**src/rtl/debounce_timer.sv**
```systemverilog
// Settle timer for the debounce chain: waits COUNT_MAX cycles after the front end arms it, then latches sig_sync.
// Optional rise/fall strobes are enabled with `define DEBOUNCE_EDGE_PULSE_EN.
module debounce_timer #(
    parameter int unsigned COUNT_MAX   = 50000,
    parameter int unsigned CNT_W       = 16,
    parameter logic        RESET_LEVEL = 1'b0
) (
    input  logic clk,
    input  logic reset_n,
    input  logic state,
    input  logic sig_sync,
    output logic count_finished,
    output logic debounced,
    output logic rise_pulse,
    output logic fall_pulse
);

    typedef enum logic [1:0] {
        IDLE  = 2'd0,
        COUNT = 2'd1,
        DONE  = 2'd2
    } fsm_t;

    localparam logic [CNT_W-1:0] CNT_LAST = CNT_W'(COUNT_MAX - 1);
    localparam logic [CNT_W-1:0] CNT_ONE  = CNT_W'(1);

    fsm_t             fsm_q, fsm_d;
    logic [CNT_W-1:0] cnt_q, cnt_d;
    logic             done_q, done_d;
    logic             deb_q, deb_d;
    logic             terminal;

    // An abort (state low) on the terminal-count cycle takes priority over completion.
    assign terminal = (fsm_q == COUNT) && state && (cnt_q == CNT_LAST);

    always_ff @(posedge clk or negedge reset_n) begin
        if (!reset_n) begin
            fsm_q  <= IDLE;
            cnt_q  <= '0;
            done_q <= 1'b0;
            deb_q  <= RESET_LEVEL;
        end else begin
            fsm_q  <= fsm_d;
            cnt_q  <= cnt_d;
            done_q <= done_d;
            deb_q  <= deb_d;
        end
    end

    always_comb begin
        fsm_d = fsm_q;
        cnt_d = cnt_q;
        case (fsm_q)
            IDLE: begin
                if (state) begin
                    fsm_d = COUNT;
                    cnt_d = '0;
                end
            end
            COUNT: begin
                if (!state) begin
                    fsm_d = IDLE;
                    cnt_d = '0;
                end else if (cnt_q == CNT_LAST) begin
                    fsm_d = DONE;
                    cnt_d = '0;
                end else begin
                    cnt_d = cnt_q + CNT_ONE;
                end
            end
            // The front end still shows state=1 here and clears it on this edge.
            DONE:    fsm_d = IDLE;
            default: fsm_d = IDLE;
        endcase
    end

    always_comb begin
        done_d = terminal;
        deb_d  = terminal ? sig_sync : deb_q;
    end

    assign count_finished = done_q;
    assign debounced      = deb_q;

`ifdef DEBOUNCE_EDGE_PULSE_EN
    logic rise_q, rise_d;
    logic fall_q, fall_d;

    always_comb begin
        rise_d = terminal && sig_sync && !deb_q;
        fall_d = terminal && !sig_sync && deb_q;
    end

    always_ff @(posedge clk or negedge reset_n) begin
        if (!reset_n) begin
            rise_q <= 1'b0;
            fall_q <= 1'b0;
        end else begin
            rise_q <= rise_d;
            fall_q <= fall_d;
        end
    end

    assign rise_pulse = rise_q;
    assign fall_pulse = fall_q;
`else
    assign rise_pulse = 1'b0;
    assign fall_pulse = 1'b0;
`endif

endmodule

```
**config.mk**
```make
export PLATFORM = sky130hd
export DESIGN_NAME = debounce_timer
export DESIGN_NICKNAME = d
export VERILOG_FILES = /design/src/rtl/debounce_timer.sv
export SDC_FILE = /design/constraint.sdc
export NUM_CORES = 1
export LEC_CHECK = 0
export CAP_MARGIN = 30
export CORE_UTILIZATION = 35
export CTS_BUF_LIST = sky130_fd_sc_hd__clkbuf_8
export DETAILED_ROUTE_END_ITERATION = 8
export PLACE_DENSITY = 0.5
export SKIP_LAST_GASP = 1
export SYNTH_ARGS = -nofsm -noshare
export SYNTH_HDL_FRONTEND = slang
export SYNTH_SLANG_ARGS = --single-unit
```
**constraint.sdc**
```tcl
create_clock -name clk -period 2.15 [get_ports clk]
set_input_delay 0.5375 -clock clk [delete_from_list [all_inputs] [get_ports clk]]
set_output_delay 0.5375 -clock clk [all_outputs]
set_load 0.02 [all_outputs]
```
==> results of run 1 <==
==> metrics by stage <==
step	hold slack (ns)	cells	power [µW]	worst slack, ns	setup TNS, ns
after global placement	0.486	146	443	-0.0887	-0.233
after global routing	0.522	150	759	0.0334	0
final	0.500	150	727	0.166	0
after CTS	0.505	150	733	0.167	0
after detailed placement	0.493	146	443	-0.107	-0.321
after floorplan	0.242	106	417	0.426	0
==> how the worst min path moves through the flow <==
stage | from | to | slack, ns
global placement | fsm_q[0] | fsm_q[0] | 0.49
floorplan | reset_n | cnt_q[0] | 0.24
finish | fsm_q[0] | fsm_q[0] | 0.50
detailed placement | fsm_q[0] | fsm_q[0] | 0.49
global route | fsm_q[0] | fsm_q[0] | 0.52
CTS | fsm_q[0] | fsm_q[0] | 0.51
==> layout make-up <==
type                    instances  area, µm²
clock buffers                   4       55.1
multi-input cells              79        512
well taps                      31       38.8
repair buffers                 12        103
fillers                       279       1560
inverters                       4       15.0
flip-flops and latches         20        500
==> flip-flops by register name (all words and copies together) (netlist names) <==
| register | cells |
|---|---|
| cnt_q | 16 |
| debounced | 1 |
| fsm_q | 2 |
| count_finished | 1 |
==> cells in the mapped netlist, types with 2 or more instances <==
cell type,count
a21oi_1,5
xnor2_1,4
o21ai_0,7
dfrtp_1,20
or4_4,2
nand3_1,8
nand4_1,4
nand2_1,6
a22o_1,2
nor3_1,3
or3_1,5
buf_4,2
and3_1,2
nor2_1,8
nand3b_1,3
nand2b_1,2
inv_1,4
==> critical path, stage by stage, from the launching register on <==
cell and delay [ns]:
dfrtp_1 0.44, nor4b_1 0.55, nand4_1 0.31, nor2_1 0.23, mux2_2 0.35
==> cell families after synthesis <==
logic type	after synthesis	share of synthesized area [%]
adder cells (fa/ha/maj)	1	1.20
XOR/XNOR	5	4.20
flip-flops	20	48.0
buffers and inverters	7	3.24
multiplexers	1	1.08
other	1	0.360
AND/OR/NAND/NOR	50	28.8
AO/OA/AOI/OAI	20	13.1
==> per-layer routing <==
| metal | up-vias | global-route usage (%) |
|---|---|---|
| met1 | 391 | 21.1 |
| met5 | - | 0 |
| met4 | 0 | 2.09 |
| met3 | 2 | 4.84 |
| met2 | 8 | 24.2 |
| li1 | 410 | - |
==> report_power, final <==
| part | leakage (µW) | internal (µW) | total (µW) | switching, µW |
|---|---|---|---|---|
| clock network | 0.0000288 | 163 | 293 | 129 |
| registers | 0.000276 | 380 | 385 | 4.69 |
| logic | 0.000209 | 20.9 | 49.3 | 28.5 |
==> flow_summary.yaml, run 1 <==
sta:
  period_share_pct: 92.3
  tightest_slew_ns: 0.553
  relSlewSlack_pct: 62.6
  rsz0062_at_grt: "no"
  hold_viol_final: 0
  slew_violations: 0
  final-setup-viol-count: 0
  fin_worst_skew_ns: 0.00481
  period_needed_ns: 1.98
  max_freq_mhz: 504
clocking:
  cts.clk_slew.worst_paths_ns: 0.08
  cts_made_buffers: 3
  cts_root_buffer: "clkbuf_8"
  cts_tree: "built"
  postCtsHoldBufs: 0
  cts_buffer_depth: 2
  clk_latency_ns: 0.26
  cts_resized: 0
  htreeDepth: 1
  cts_setup_buffers: 0
  cts_sinks: 20
logic_synthesis:
  synth_largest_area_cell: "dfrtp_1"
  syn_avg_cell_area_um2: 9.93
  yosys_register_bits: 20
  async_reset_ff_share_pct: 100
  syn_inst: 105
  synth_edf_count: 0
  synth.distinct_cells: 35
  synthTopCellsByArea: "dfrtp_1 48%, nand3_1 3.8%, o21ai_0 3.4%, xnor2_1 3.4%, or3_1 3.0%"
  yosysTopAreaCellShare_pct: 48.0
  seq_area_frac_synth_pct: 48.0
  synth_area_um2: 1040
  synthFlopType: "dfrtp_1"
  ys_warn_count: 0
finish:
  final_cell_mix: "20 x dfrtp_1, 8 x nor2_1, 8 x nand3_1"
  syn_to_final_growth_pct: 17.4
  nets: 125
  insertedDiodeCount: 0
  final_area_um2: 1220
  drive_above_1_share_pct: 16.8
  final_core_util_pct: 44.0
  final_common_cell: "dfrtp_1"
placed_design:
  place_congestion: 0.711
  hpwl_um: 1530
  placed_area_um2: 1170
  port_buffers: 5
critical_path:
  arrival_ns: 2.13
  critPathRequiredTime_ns: 2.30
  cp_max_fo: 6
  r2r_start: "cnt_q[12]"
  reg2reg_setup_slack_ns: 0.17
  startpoint: "cnt_q[12]"
  cp-start-kind: "register"
  worstRegToRegCells: 4
  cp-end-kind: "register"
  endpoint: "debounced"
  reg2reg_to: "debounced"
  worstSetupPathType: "reg -> reg"
power_and_ir_drop:
  ir_drop_mv: 0.497
  p_per_area_nw_per_um2: 594
  p_leak_uw: 0.000513
run:
  cap_violations: 0
global_routing:
  antenna_found_initial: 0
  grt_remaining_overflow: 0
  grt_start_max_net_pins: 21
  grt_pass1_vias: 797
  grt_pass1_wl_um: 3790
  grtUsageTotal_pct: 15.4
status:
  status: "finished clean"
detailed_routing:
  first_pass_iters: 4
  wl_met2_um: 927
  drcViolationCount: 0
  top_layer_used: "met4"
  wl_per_cell_um: 13.8
  drt_iter0_markers: 8
  viasPerCell: 5.41
  vias: 811
  wl_met3_um: 66
  totalWireLength_um: 2070
  wl_met1_um: 1060
  ant_nets: 0
floorplanning:
  dieArea_um2: 3200
  die_h_um: 56.6
  die_w_um: 56.6
  boundaryPins: 8
  fp-row-count: 19
  start_util_pct: 37.5
  coreArea_um2: 2780
worst_hold_path:
  worstHoldPathCells: 1
  hp-class: "reg -> reg"
Power figures use the tool's default switching activity.
==> inputs of run 2 (changes only) <==
PLACE_DENSITY = default   (was 0.5)
PLACE_DENSITY_LB_ADDON = 0.05   (was default)
==> run 2 against run 1 <==
Via count increased by 0.37%. Final area grew 1.8%. Clock power decreased by 3%. Global-route usage down 1.2 points. Routed wire length fell by 0.68%. Total power down 0.66%. Highest routed layer is now met3.
==> flow_summary.yaml, run 2 (same netlist as run 1, synthesis figures left out) <==
status:
  status: "finished clean"
finish:
  max_flop_register: "cnt_q"
  reg_top3: "cnt_q x16, fsm_q x2"
  num-fill-cells: 270
  drive_above_1_share_pct: 18.9
  nets: 128
  final_cell_mix: "20 x dfrtp_1, 10 x buf_4, 8 x nor2_1, 8 x nand3_1, 7 x o21ai_0"
  syn_to_final_growth_pct: 19.6
  final_common_cell: "dfrtp_1"
  register_area_um2: 500
  multi_input_area_um2: 512
  largest_reg_flops: 16
  final_area_um2: 1250
  fin_cells: 153
  insertedDiodeCount: 0
global_routing:
  grt_pass1_vias: 783
  grt_pass1_wl_um: 3570
  top_usage_layer: "met2"
  met1_usage_pct: 17.7
  antenna_found_initial: 0
  grtUsageMet3_pct: 4.15
  use_met2_pct: 24.7
  grt_remaining_overflow: 0
  grtUsageTotal_pct: 14.2
  grt_start_max_net_pins: 21
placed_design:
  dp_cells: 149
  port_buffers: 5
  place_congestion: 0.713
  placed_area_um2: 1190
  hpwl_um: 1550
  dp_slack_ns: -0.124
clocking:
  cts_buffer_depth: 2
  cts_made_buffers: 3
  cts_root_buffer: "clkbuf_8"
  cts_setup_buffers: 0
  htreeDepth: 1
  cts.clk_slew.worst_paths_ns: 0.07
  postCtsHoldBufs: 0
  cts_tree: "built"
  clk_latency_ns: 0.26
  cts_resized: 0
  cts_sinks: 20
power_and_ir_drop:
  ir_drop_mv: 0.432
  p_per_area_nw_per_um2: 579
  p_leak_uw: 0.000527
sta:
  tns_ns: 0
  whs_ns: 0.497
  period_share_pct: 93.4
  fin_worst_skew_ns: 0.00452
  slew_violations: 0
  period_needed_ns: 2.01
  max_freq_mhz: 498
  relSlewSlack_pct: 66.7
  finalWorstSetupSlack_ns: 0.142
  rsz0062_at_grt: "no"
  hold_viol_final: 0
  final-setup-viol-count: 0
  tightest_slew_ns: 0.492
critical_path:
  worstSetupPathType: "in -> reg"
  reg2reg_to: "cnt_q[10]"
  critPathRequiredTime_ns: 2.34
  critPathTopFamily: "simple AND/OR/NAND/NOR gates"
  worstRegToRegCells: 5
  crit_path_top_delay_cell: "or4_4"
  cp-end-kind: "register"
  cpPeakStageDelay_ns: 0.56
  crit_chain: "clkdlybuf4s50_1 -> o21bai_1 -> or4_4 -> or3_1 -> a21oi_2"
  arrival_ns: 2.20
  reg2reg_setup_slack_ns: 0.22
  cp-start-kind: "primary input"
  cp_max_fo: 4
  path_buf_inv: 1
  r2r_start: "cnt_q[0]"
detailed_routing:
  drcViolationCount: 0
  vias: 814
  drt_iter0_markers: 13
  totalWireLength_um: 2060
  first_pass_iters: 4
  wl_per_cell_um: 13.4
  viasPerCell: 5.32
  ant_nets: 0
floorplanning:
  boundaryPins: 8
  fp-row-count: 19
  dieArea_um2: 3200
  die_h_um: 56.6
  start_util_pct: 37.5
  die_w_um: 56.6
  coreArea_um2: 2780
worst_hold_path:
  worstHoldPathCells: 1
  whs_endpoint: "fsm_q[0]"
  hold_path.startpoint: "fsm_q[0]"
  hp-class: "reg -> reg"
run:
  cap_violations: 0
[run 2: layout make-up]
type	count	share of cell area [%]
Sequential cell	20	40.2
Clock buffer	4	4.42
Timing Repair Buffer	15	10.0
Inverter	4	1.20
Multi-Input combinational cell	79	41.1
Tap cell	31	3.11
[run 2: layer usage]
layer / part of all wire (%) / up-vias
met3: 2.8 / 0
met2: 46 / 9
met4: 0 / 0
li1: - / 416
met5: 0 / -
met1: 51 / 389
[run 2: power breakdown]
| part | leakage (µW) | total (µW) | internal, µW | switching [µW] |
|---|---|---|---|---|
| registers | 0.000276 | 385 | 380 | 4.53 |
| clock network | 0.0000288 | 284 | 163 | 121 |
| logic | 0.000222 | 52.8 | 23.2 | 29.5 |
[run 2: worst max path at each step]
stage          startpoint        end  slack [ns]  cells after the start
6_report            state  cnt_q[13]        0.14                      5
5_1_grt             state  cnt_q[10]        0.08                      5
4_1_cts             state  cnt_q[13]        0.14                      5
3_5_place_dp        state  cnt_q[13]       -0.12                      5
3_3_place_gp        state  cnt_q[13]       -0.11                      5
2_1_floorplan    cnt_q[0]  cnt_q[10]        0.43                      5
[run 2: through the flow]
step | util, % | total power [µW]
3_5_place_dp | 42.8 | 446
2_1_floorplan | - | 417
6_report | 44.8 | 722
4_1_cts | 44.8 | 736
5_1_grt | 44.8 | 754
3_3_place_gp | 42.8 | 446
==> inputs of run 3 (changes only) <==
ABC_CLOCK_PERIOD_IN_PS = 2150   (was default)
CELL_PAD_IN_SITES_DETAIL_PLACEMENT = 2   (was default)
CELL_PAD_IN_SITES_GLOBAL_PLACEMENT = 2   (was default)
==> run 3 against run 2 <==
Non-clock buffer count down 1. Routed wire length up 34%. Die area unchanged. Critical path depth unchanged. First-iteration DRC count up 7.7%. Sequential power about the same. Combinational power up 7.6%. Worst hold slack better by 0.014 ns. Total power up 1.0%. Clock power about the same. Global-route usage up 5.4 points. Setup slack worse by 0.059 ns.
==> flow_summary.yaml, run 3 (same netlist as run 1, synthesis figures left out) <==
sta:
  relSlewSlack_pct: 63.8
  fin_worst_skew_ns: 0.00204
  slew_violations: 0
  whs_ns: 0.510
  rsz0062_at_grt: "no"
  period_needed_ns: 2.07
  period_share_pct: 96.1
  final-setup-viol-count: 0
  tightest_slew_ns: 0.536
  max_freq_mhz: 484
  hold_viol_final: 0
floorplanning:
  boundaryPins: 8
  dieArea_um2: 3200
  coreArea_um2: 2780
  start_util_pct: 37.5
  fp-row-count: 19
  die_h_um: 56.6
  die_w_um: 56.6
placed_design:
  placed_area_um2: 1200
  hpwl_um: 2030
  port_buffers: 5
  place_congestion: 0.732
finish:
  final_core_util_pct: 45.0
  num-fill-cells: 311
  insertedDiodeCount: 0
  reg_top3: "cnt_q x16, fsm_q x2"
  max_flop_register: "cnt_q"
  syn_to_final_growth_pct: 20.0
  nets: 127
  drive_above_1_share_pct: 18.2
  final_common_cell: "dfrtp_1"
  largest_reg_flops: 16
  final_area_um2: 1250
  final_cell_mix: "20 x dfrtp_1, 8 x nor2_1, 8 x nand3_1, 8 x buf_4, 7 x o21ai_0"
clocking:
  cts.clk_slew.worst_paths_ns: 0.07
  cts_root_buffer: "clkbuf_8"
  postCtsHoldBufs: 0
  cts_sinks: 20
  cts_tree: "built"
  cts_buffer_depth: 2
  cts_made_buffers: 3
  htreeDepth: 1
  cts_setup_buffers: 0
  clk_latency_ns: 0.25
  cts_resized: 0
power_and_ir_drop:
  p_total_uw: 729
  p_per_area_nw_per_um2: 583
  ir_drop_mv: 0.342
  p_leak_uw: 0.000527
detailed_routing:
  viasPerCell: 5.70
  drcViolationCount: 0
  vias: 866
  drt_iter0_markers: 14
  first_pass_iters: 3
  ant_nets: 0
  totalWireLength_um: 2760
  wl_per_cell_um: 18.2
critical_path:
  critPathRequiredTime_ns: 2.34
  cp-end-kind: "register"
  arrival_ns: 2.26
  crit_path_top_delay_cell: "or4_4"
  cp-start-kind: "primary input"
  cpPeakStageDelay_ns: 0.55
  crit_chain: "clkdlybuf4s50_1 -> o21bai_1 -> or4_4 -> or3_1 -> a21oi_2"
  cp_max_fo: 4
  worstSetupPathType: "in -> reg"
  path_buf_inv: 1
  critPathTopFamily: "simple AND/OR/NAND/NOR gates"
global_routing:
  grt_remaining_overflow: 0
  grt_start_max_net_pins: 21
  grt_pass1_vias: 1003
  grt_pass1_wl_um: 4800
  antenna_found_initial: 0
  grtUsageTotal_pct: 19.6
run:
  cap_violations: 0
status:
  status: "finished clean"
worst_hold_path:
  hp-class: "reg -> reg"
-- run 3: changes by cell type in the layout (fill, tap and decap cells not counted) --
cell	change
buf_4	-2
buf_12	+1
-- run 3: per-stage QoR --
stage	instances	TNS [ns]	setup WS (ns)
6_report	152	0	0.0830
5_1_grt	152	0	0.0291
4_1_cts	152	0	0.0731
3_5_place_dp	148	-0.539	-0.135
3_3_place_gp	148	-0.246	-0.0902
2_1_floorplan	106	0	0.426
-- run 3: worst register-to-register path, cell delays in order (launching register included) --
cell and delay (ns):
dfrtp_1 0.44, nor4b_1 0.53, a41oi_2 0.28, buf_4 0.23, a21o_1 0.15, a22o_1 0.17
-- run 3: per-layer routing --
| metal | vias up | share of wire, % | track usage (%) |
|---|---|---|---|
| met5 | - | 0 | 0 |
| met4 | 0 | 0.72 | 5.92 |
| met3 | 2 | 1.3 | 3.00 |
| met2 | 5 | 51 | 33.6 |
| met1 | 446 | 46 | 25.2 |
| li1 | 413 | - | - |
-- run 3: final timing paths --
| path | start | to | slack, ns | cells after the start |
|---|---|---|---|---|
| worst min-delay path | debounced | debounced | 0.51 | 1 |
| worst min register to register | debounced | debounced | 0.51 | 1 |
| worst max register to register | cnt_q[12] | cnt_q[3] | 0.24 | 5 |
| min in group asynchronous | reset_n | cnt_q[10] | 0.62 | 2 |
| max in group asynchronous | reset_n | cnt_q[13] | 1.32 | 2 |
| worst max-delay path | state | cnt_q[13] | 0.08 | 5 |
-- run 3: final cells by class --
class	instances	area (µm²)	area share, %
Clock buffer	4	55.1	4.40
Inverter	4	15.0	1.20
Sequential cell	20	500	40.0
Tap cell	31	38.8	3.10
Multi-Input combinational cell	79	512	40.9
Timing Repair Buffer	14	130	10.4
-- run 3: power breakdown --
part           total (µW)  switching [µW]  internal, µW
clock                 287             124           163
combinational        56.8            31.8          25.0
sequential            386            5.66           380
